$ cat src/rtl/coord_pkg.sv
// Shared definitions for the coordinate collection and emission paths:
// default geometry of the coordinate memory and the emitter state encoding.
package coord_pkg;

    // Width of a single x or y coordinate.
    localparam int DEFAULT_COORD_W = 256;

    // Coordinate memory address width; the memory holds 2**ADDR_W pairs.
    localparam int DEFAULT_ADDR_W  = 8;

    typedef enum logic [2:0] {
        IDLE     = 3'd0,
        FETCH    = 3'd1,
        WAIT_MEM = 3'd2,
        PRESENT  = 3'd3,
        FINISH   = 3'd4
    } emitter_state_t;

endpackage : coord_pkg

$ cat src/rtl/coordinate_emitter.sv
// Reads stored (x,y) pairs back from the coordinate memory in address order
// and streams them to the pathfinding core over a valid/ready handshake.
// Each pair costs three cycles: issue the read, capture the data, present it.
module coordinate_emitter
    import coord_pkg::*;
#(
    parameter int COORD_W = DEFAULT_COORD_W,
    parameter int ADDR_W  = DEFAULT_ADDR_W
) (
    input  logic               clk,
    input  logic               reset,
    input  logic               start,
    input  logic [ADDR_W:0]    coord_count,
    output logic               mem_rd_en,
    output logic [ADDR_W-1:0]  mem_addr,
    input  logic [COORD_W-1:0] mem_rd_x,
    input  logic [COORD_W-1:0] mem_rd_y,
    output logic               out_valid,
    input  logic               out_ready,
    output logic [COORD_W-1:0] out_x,
    output logic [COORD_W-1:0] out_y,
    output logic               out_last,
    output logic               busy,
    output logic               done
);

    // Full memory depth expressed in the (ADDR_W+1)-bit count domain, so a
    // count equal to DEPTH is representable without overflow.
    localparam logic [ADDR_W:0] DEPTH_CNT = {1'b1, {ADDR_W{1'b0}}};
    localparam logic [ADDR_W:0] ONE_CNT   = {{ADDR_W{1'b0}}, 1'b1};

    emitter_state_t     state_q, state_d;
    logic [ADDR_W:0]    index_q, index_d;
    logic [ADDR_W:0]    count_q, count_d;
    logic [COORD_W-1:0] out_x_q, out_x_d;
    logic [COORD_W-1:0] out_y_q, out_y_d;
    logic               out_last_q, out_last_d;

    logic [ADDR_W:0]    count_clamped;

    // Requests beyond the memory depth are limited to the whole memory.
    assign count_clamped = (coord_count > DEPTH_CNT) ? DEPTH_CNT : coord_count;

    // Next-state, index and holding-register update.
    always_comb begin
        // NOTE: every variable gets a default here so no path leaves it
        // unassigned; an unassigned path would infer a latch.
        state_d    = state_q;
        index_d    = index_q;
        count_d    = count_q;
        out_x_d    = out_x_q;
        out_y_d    = out_y_q;
        out_last_d = out_last_q;

        unique case (state_q)
            IDLE, FINISH: begin
                // A new run always restarts from address 0; start is only
                // seen here, so a start while busy has no effect.
                if (start) begin
                    count_d = count_clamped;
                    index_d = '0;
                    state_d = (count_clamped == '0) ? FINISH : FETCH;
                end
            end
            FETCH: begin
                state_d = WAIT_MEM;
            end
            WAIT_MEM: begin
                // Read data is valid exactly one cycle after the strobe.
                out_x_d    = mem_rd_x;
                out_y_d    = mem_rd_y;
                out_last_d = (index_q == (count_q - ONE_CNT));
                state_d    = PRESENT;
            end
            PRESENT: begin
                // Without a transfer the holding registers stay untouched,
                // which keeps out_x/out_y/out_last bit-stable under stall.
                if (out_ready) begin
                    if (out_last_q) begin
                        state_d = FINISH;
                    end else begin
                        index_d = index_q + ONE_CNT;
                        state_d = FETCH;
                    end
                end
            end
            default: begin
                state_d = IDLE;
            end
        endcase
    end

    // State, counters and output holding registers.
    always_ff @(posedge clk or negedge reset) begin
        if (!reset) begin
            state_q    <= IDLE;
            index_q    <= '0;
            count_q    <= '0;
            // NOTE: the wide data holders are ordinary flops, not a memory
            // array, so resetting them is cheap and makes the outputs
            // deterministic after reset.
            out_x_q    <= '0;
            out_y_q    <= '0;
            out_last_q <= 1'b0;
        end else begin
            // NOTE: non-blocking assignments so all registers update from
            // the same pre-edge values regardless of statement order.
            state_q    <= state_d;
            index_q    <= index_d;
            count_q    <= count_d;
            out_x_q    <= out_x_d;
            out_y_q    <= out_y_d;
            out_last_q <= out_last_d;
        end
    end

    // Outputs decode directly from the registered state.
    assign mem_rd_en = (state_q == FETCH);
    assign mem_addr  = (state_q == FETCH) ? index_q[ADDR_W-1:0] : '0;
    assign out_valid = (state_q == PRESENT);
    assign out_x     = out_x_q;
    assign out_y     = out_y_q;
    assign out_last  = out_last_q;
    assign busy      = (state_q == FETCH) || (state_q == WAIT_MEM) || (state_q == PRESENT);
    assign done      = (state_q == FINISH);

endmodule : coordinate_emitter
$ cat config.mk
export PLATFORM = sky130hd
export DESIGN_NAME = coordinate_emitter
export DESIGN_NICKNAME = d
export VERILOG_FILES = /design/src/rtl/coord_pkg.sv /design/src/rtl/coordinate_emitter.sv
export SDC_FILE = /design/constraint.sdc
export NUM_CORES = 1
export LEC_CHECK = 0
export ABC_AREA = 1
export CORE_AREA = 2 2 409 411
export CTS_BUF_LIST = sky130_fd_sc_hd__clkbuf_4
export DETAILED_ROUTE_END_ITERATION = 16
export DIE_AREA = 0 0 411 413
export GPL_TIMING_DRIVEN = 0
export SETUP_SLACK_MARGIN = 0.05
export SYNTH_ARGS = -nofsm -noshare
export SYNTH_HDL_FRONTEND = slang
export SYNTH_SLANG_ARGS = --single-unit
$ cat constraint.sdc
create_clock -name clk -period 1.59 [get_ports clk]
set_input_delay 0.2385 -clock clk [delete_from_list [all_inputs] [get_ports clk]]
set_output_delay 0.2385 -clock clk [all_outputs]
set_load 0.005 [all_outputs]
# Word level (Yosys, flattened, before mapping)
# Index checks and enable logic that the tools add are counted.
totals:
  word_cells: 37
  reg_bits: 534
  input_bits: 525
  output_inout_bits: 525
classes:
  mux: 11
  eq_ne: 8
  add_sub_neg: 2
  order_cmp: 1
  reduce_logical: 9
ops:
  columns: ["op", "n"]
  rows:
  - ["9-bit two-way mux", 4]
  - ["9-bit one-hot mux with 2 select lines", 1]
  - ["3-bit two-way mux", 4]
  - ["3-bit one-hot mux with 4 select lines", 1]
  - ["9-bit by 1-bit adder with 9-bit output (second input constant)", 1]
  - ["9-bit equality test", 1]
  - ["9-bit greater-than comparator (second input constant)", 1]
  - ["9-bit zero test", 1]
  - ["9-bit by 1-bit subtractor with 9-bit output (second input constant)", 1]
  - ["8-bit two-way mux", 1]
  - ["3-bit by 2-bit equality test with 1-bit output (second input constant)", 2]
  - ["2-bit != test (second input constant)", 2]
  - ["2-bit AND reduction", 2]
  - ["4-bit AND reduction", 1]
  - ["3-bit by 1-bit equality test with 1-bit output (second input constant)", 1]
  - ["3-bit equality test (second input constant)", 1]
  - ["3-bit zero test", 1]
  - ["1-bit logical OR", 2]
  - ["2-bit by 1-bit != test with 1-bit output (second input constant)", 1]
  - ["2-bit nonzero test", 1]
  - ["2-bit OR reduction", 1]

# Logic depth before layout (Yosys ltp)
logic_depth:
  ltp_word: 6
  mapped_depth: 11
  ltp_nobuf: 11

# Worst setup path before layout
# Ideal clock, no wire load.
synth_timing:
  path_type: "register to register"
  from: "register count_q[0]"
  to: "register out_last_q, in the netlist out_last"
  setup_ns: 0.065
  stages_incl_launch_ff: 10
  path_slack_ns: 0.122
  path_buffers: 0
  required_time_ns: 1.525
  period_less_slack_ns: 1.468
  t_arrival_ns: 1.403
  cell_sequence: "dfrtp_1 -> inv_1 -> ha_1 -> nand2_1 -> nor2_1 -> nand3_1 -> xor2_1 -> nor2_1 -> nand2_1 -> nand2_1"
synth_between:
  elab_chain_cells: 2
synth_lines:
  columns: ["item", "line", "source"]
  rows:
  - ["start: declaration", "coordinate_emitter.sv:34", "logic [ADDR_W:0] count_q, count_d;"]
  - ["start signal: assignment", "coordinate_emitter.sv:110", "count_q <= count_d;"]
  - ["9-bit by 1-bit subtractor with 9-bit output", "coordinate_emitter.sv:72", "out_last_d = (index_q == (count_q - ONE_CNT));"]
  - ["9-bit equality test", "coordinate_emitter.sv:72", null]
  - ["end signal: assignment", "coordinate_emitter.sv:113", "out_last_q <= out_last_d;"]
  - ["end: declaration", "coordinate_emitter.sv:37", "logic out_last_q, out_last_d;"]
# Every way passes these cells.
# A chain may end at the register's enable or synchronous reset.

# Final worst setup path
layout_timing:
  from: "register state_q[0]"
  to: "output port mem_addr[2]"
layout_between:
  elab_chain_cells: 2
layout_lines:
  columns: ["item", "line", "source"]
  rows:
  - ["start: declaration", "coordinate_emitter.sv:32", "emitter_state_t state_q, state_d;"]
  - ["start signal: assignment", "coordinate_emitter.sv:108", "state_q <= state_d;"]
  - ["3-bit by 1-bit equality test with 1-bit output", "coordinate_emitter.sv:119", "assign mem_addr = (state_q == FETCH) ? index_q[ADDR_W-1:0] : '0;"]
  - ["8-bit two-way mux", "coordinate_emitter.sv:119", null]
  - ["end: declaration", "coordinate_emitter.sv:15", "output logic [ADDR_W-1:0] mem_addr,"]
# Every way passes these cells.

==> reports/qor.csv <==
stage;metric;value;unit
setup_path;critPathKind;flip-flop to output port;
clocking;insertion_delay;1.28;ns
sta;report.final.slew_viol_count;0;
setup_path;required;1.35;ns
pwr;sequentialPowerShare;27.9;%
clocking;clock-sinks;534;
setup_path;crit_chain;inv_2 -> nor3_4 -> clkinv_2 -> buf_6 -> nor2_4 -> buf_6;
grt;antenna_found_initial;74;
synthesis;synth_fp_nets;2916;
place;post-place-ws;-1.277;ns
pwr;p_sw_share;42.59;%
grt;grt_most_used_layer;met2;
grt;grt_max_degree;107;
sta;rsz0062_at_grt;yes;
pwr;peakVddDrop;864.5;uV
grt;gr-usage-all-layers;18.72;%
sta;finalCritPeriodShare;162.7;%
sta;worst_slack;-0.9976;ns
detailed_routing;route.vias.total;25750;
synthesis;synth_ff_type;dfrtp_1;
sta;tightest_slew;0.8187;ns
setup_path;end_kind;output port;
place;dp_hpwl;127800;um
layout;fin_nets;4993;
sta;holdWs;-0.9112;ns
place;place_inst;5647;
setup_path;cp.depth;6;
setup_path;cp_top_family;buffers and inverters;
setup_path;path_buf_inv;4;
grt;grt_pass1_vias;25920;
detailed_routing;drt-initial-drc-count;2029;
pwr;p_leak;22.65;nW
grt;grt_pass1_wl;215500;um
grt;use_met2;29.92;%
synthesis;synth_edf_count;0;
pwr;switchingPower;38.45;mW
floorplan;ios;1050;
setup_path;cp_max_fo;4;
layout;stdcell_count;6814;
clocking;cts_buffer_depth;3;
sta;fmax;386.5;MHz
floorplan;start_util;12.48;%
synthesis;synth_seq_area_share;64.56;%
run_status;violations;hold timing, setup timing;
pwr;p_int;51.84;mW
detailed_routing;avgViaCountPerCell;3.779;
floorplan;die_w;411;um
place;place_congestion;0.9817;
hold_path;min_path_type;input port to asynchronous set/reset pin;
sta;finalHoldViolCount;241;
synthesis;avgSynthCellArea;8.665;um2
sta;final-setup-viol-count;1049;
synthesis;synth.distinct_cells;26;
detailed_routing;drt-wirelength-per-cell;24.31;um
sta;slew_headroom;45.42;%
place;numPortBuffers;1049;
layout;drive_gt1_share;32.01;%
grt;gr-total-overflow;0;
pwr;pwr_density_cell;1974;nW/um2
run_status;status;finished, violations left;
grt;grt_use_met3;7.745;%
clocking;cts_tree;done;
setup_path;reg2reg_to;out_x[71]$_DFFE_PN0P_;
sta;period_minus_slack;2.588;ns
job;max-cap-violations;0;
clocking;postCtsHoldBufs;574;
place;placed_area;34100;um2
synthesis;synth_top_area_cell;dfrtp_1;
synthesis;async_flop_share;100.0;%
layout;final_area;45750;um2
synthesis;synth_top_area_share;64.56;%
setup_path;start_kind;flip-flop;
layout;syn2layout_area_growth;121.0;%
setup_path;slowest_delay;0.39;ns
setup_path;crit_path_top_delay_cell;dfrtp_1;
setup_path;cp_data_arrival_time;2.35;ns
detailed_routing;wl;165600;um
setup_path;cp_common_cell;buf_6;
pwr;p_clk_share;15.2;%
synthesis;syn_area;20700;um2
detailed_routing;ant_nets;0;
detailed_routing;dr.pass1.iters;5;
synthesis;yosysWarnings;0;
pwr;pwr-share-comb;56.8;%
setup_path;r2r-start;state_q[0]$_DFFE_PN0P_;
detailed_routing;route.detailed.drc;0;
clocking;cts_root_buffer;clkbuf_4;
synthesis;postSynthCellCount;2389;
setup_path;reg2reg_depth;15;
sta;fin_worst_skew;0.1201;ns
clocking;clkTransAtPathRegs;0.08;ns
floorplan;rows;150;
clocking;cts_buffers;161;
synthesis;synth_seq_cells;534;
floorplan;die_y;413;um
synthesis;synth_area_leaders;dfrtp_1 (65%), nand2_1 (29%), buf_2 (2.5%);
clocking;htreeDepth;4;
floorplan;dieArea;169700;um2
setup_path;reg2reg_slack;-0.63;ns
floorplan;core;165900;um2
grt;grtUsageMet1;21.43;%
## routing by layer
| layer | vias to the layer above | wire [um] |
|---|---|---|
| met5 | - | 309 |
| met4 | 46 | 9262 |
| met3 | 357 | 16740 |
| met2 | 1347 | 75990 |
| met1 | 12480 | 63340 |
| li1 | 11520 | - |
## power groups by stage
stage                     Clock, mW  Combinational, mW  Sequential [mW]
after floorplan                   0               11.8             24.3
after global placement            0               38.1             24.5
after detailed placement          0               38.4             24.5
after CTS                      14.1               50.2             24.9
after global routing           14.9               54.6             25.8
final                          13.8               51.3             25.2
## cells in the final DEF, fill, tap and decap left out, types with 5 or more instances in the layout
cell type | Yosys | routed
clkbuf_16 | 0 | 11
nand2_2 | 0 | 256
nor2_1 | 33 | 29
nor2_4 | 3 | 7
inv_1 | 28 | 27
dlygate4sd3_1 | 0 | 574
dfrtp_2 | 0 | 9
buf_8 | 0 | 38
o21ai_2 | 9 | 9
diode_2 | 0 | 39
clkinv_4 | 0 | 5
buf_12 | 0 | 32
clkdlybuf4s50_1 | 0 | 523
clkbuf_4 | 0 | 220
dfrtp_1 | 534 | 525
buf_2 | 105 | 339
inv_6 | 0 | 5
clkinv_2 | 0 | 10
nand2_4 | 0 | 7
clkdlybuf4s15_1 | 0 | 7
nand2_1 | 1590 | 1327
buf_6 | 2 | 228
clkbuf_2 | 0 | 10
buf_16 | 0 | 55
nand3_1 | 31 | 31
clkinv_1 | 1 | 29
xor2_1 | 6 | 6
o21ai_0 | 15 | 15
buf_4 | 0 | 199
## layout make-up
| type | instances | area [um2] |
|---|---|---|
| clock buffers | 215 | 1614 |
| repair buffers | 1917 | 18700 |
| repair inverters | 1 | 8.758 |
| multi-input cells | 1706 | 7373 |
| flip-flops and latches | 534 | 13370 |
| fillers | 17540 | 120200 |
| diodes | 39 | 97.59 |
| clock inverters | 53 | 330.3 |
| inverters | 34 | 155.1 |
| plain buffers | 111 | 1334 |
| well taps | 2204 | 2758 |
## cells in the mapped netlist (2+ instances only)
library cell,count
a21oi_1,2
buf_2,105
buf_6,2
clkbuf_1,8
dfrtp_1,534
ha_1,2
inv_1,28
inv_2,5
nand2_1,1590
nand3_1,31
nand3_2,2
nor2_1,33
nor2_4,3
nor3_1,3
o21ai_0,15
o21ai_2,9
xnor2_1,3
xor2_1,6
## metrics by stage
stage / util (%) / TNS [ns] / power [mW] / hold WS, ns
floorplan: - / 0 / 36.10 / -0.05709
global placement: 20.47 / - / 62.52 / 0.4542
detailed placement: 20.55 / -568.60 / 62.88 / 0.3606
CTS: 27.21 / -526.97 / 89.16 / -1.042
global route: 27.54 / -537.59 / 95.25 / -0.9679
finish: 27.57 / -419.05 / 90.29 / -0.9112
## cell families after synthesis
kind of cell	count (synthesis)	synth area share, %
fa+ha+maj	2	0.1209
compound gates	29	0.9006
simple gates	1666	30.63
buf+inv	149	3.409
flops	534	64.56
xor+xnor	9	0.3808
## registers in the layout, summed over array words and instances, names as in the netlist
register,cells
out_last,1
out_y,256
index_q,9
state_q,3
out_x,256
count_q,9
## worst max path at each step
stage,end,from,slack (ns)
CTS,mem_addr[6],state_q[0]$_DFFE_PN0P_,-1.12
detailed placement,out_x[106]$_DFFE_PN0P_,state_q[2]$_DFFE_PN0P_,-1.28
finish,mem_addr[2],state_q[0]$_DFFE_PN0P_,-1.0
global placement,out_x[153]$_DFFE_PN0P_,reset,-25.44
floorplan,out_last$_DFFE_PN0P_,count_q[0]$_DFFE_PN0P_,0.12
global route,mem_addr[2],state_q[0]$_DFFE_PN0P_,-1.19
## timing repair
action	in CTS	in global routing
buffers inserted	223	9
gates cloned	49	9
gates resized for setup	3039	106
hold endpoints to repair	774	241
endpoints found under the setup margin	1042	1059
pin swaps	21	4
Note: power is estimated with default switching activity, not from simulation.
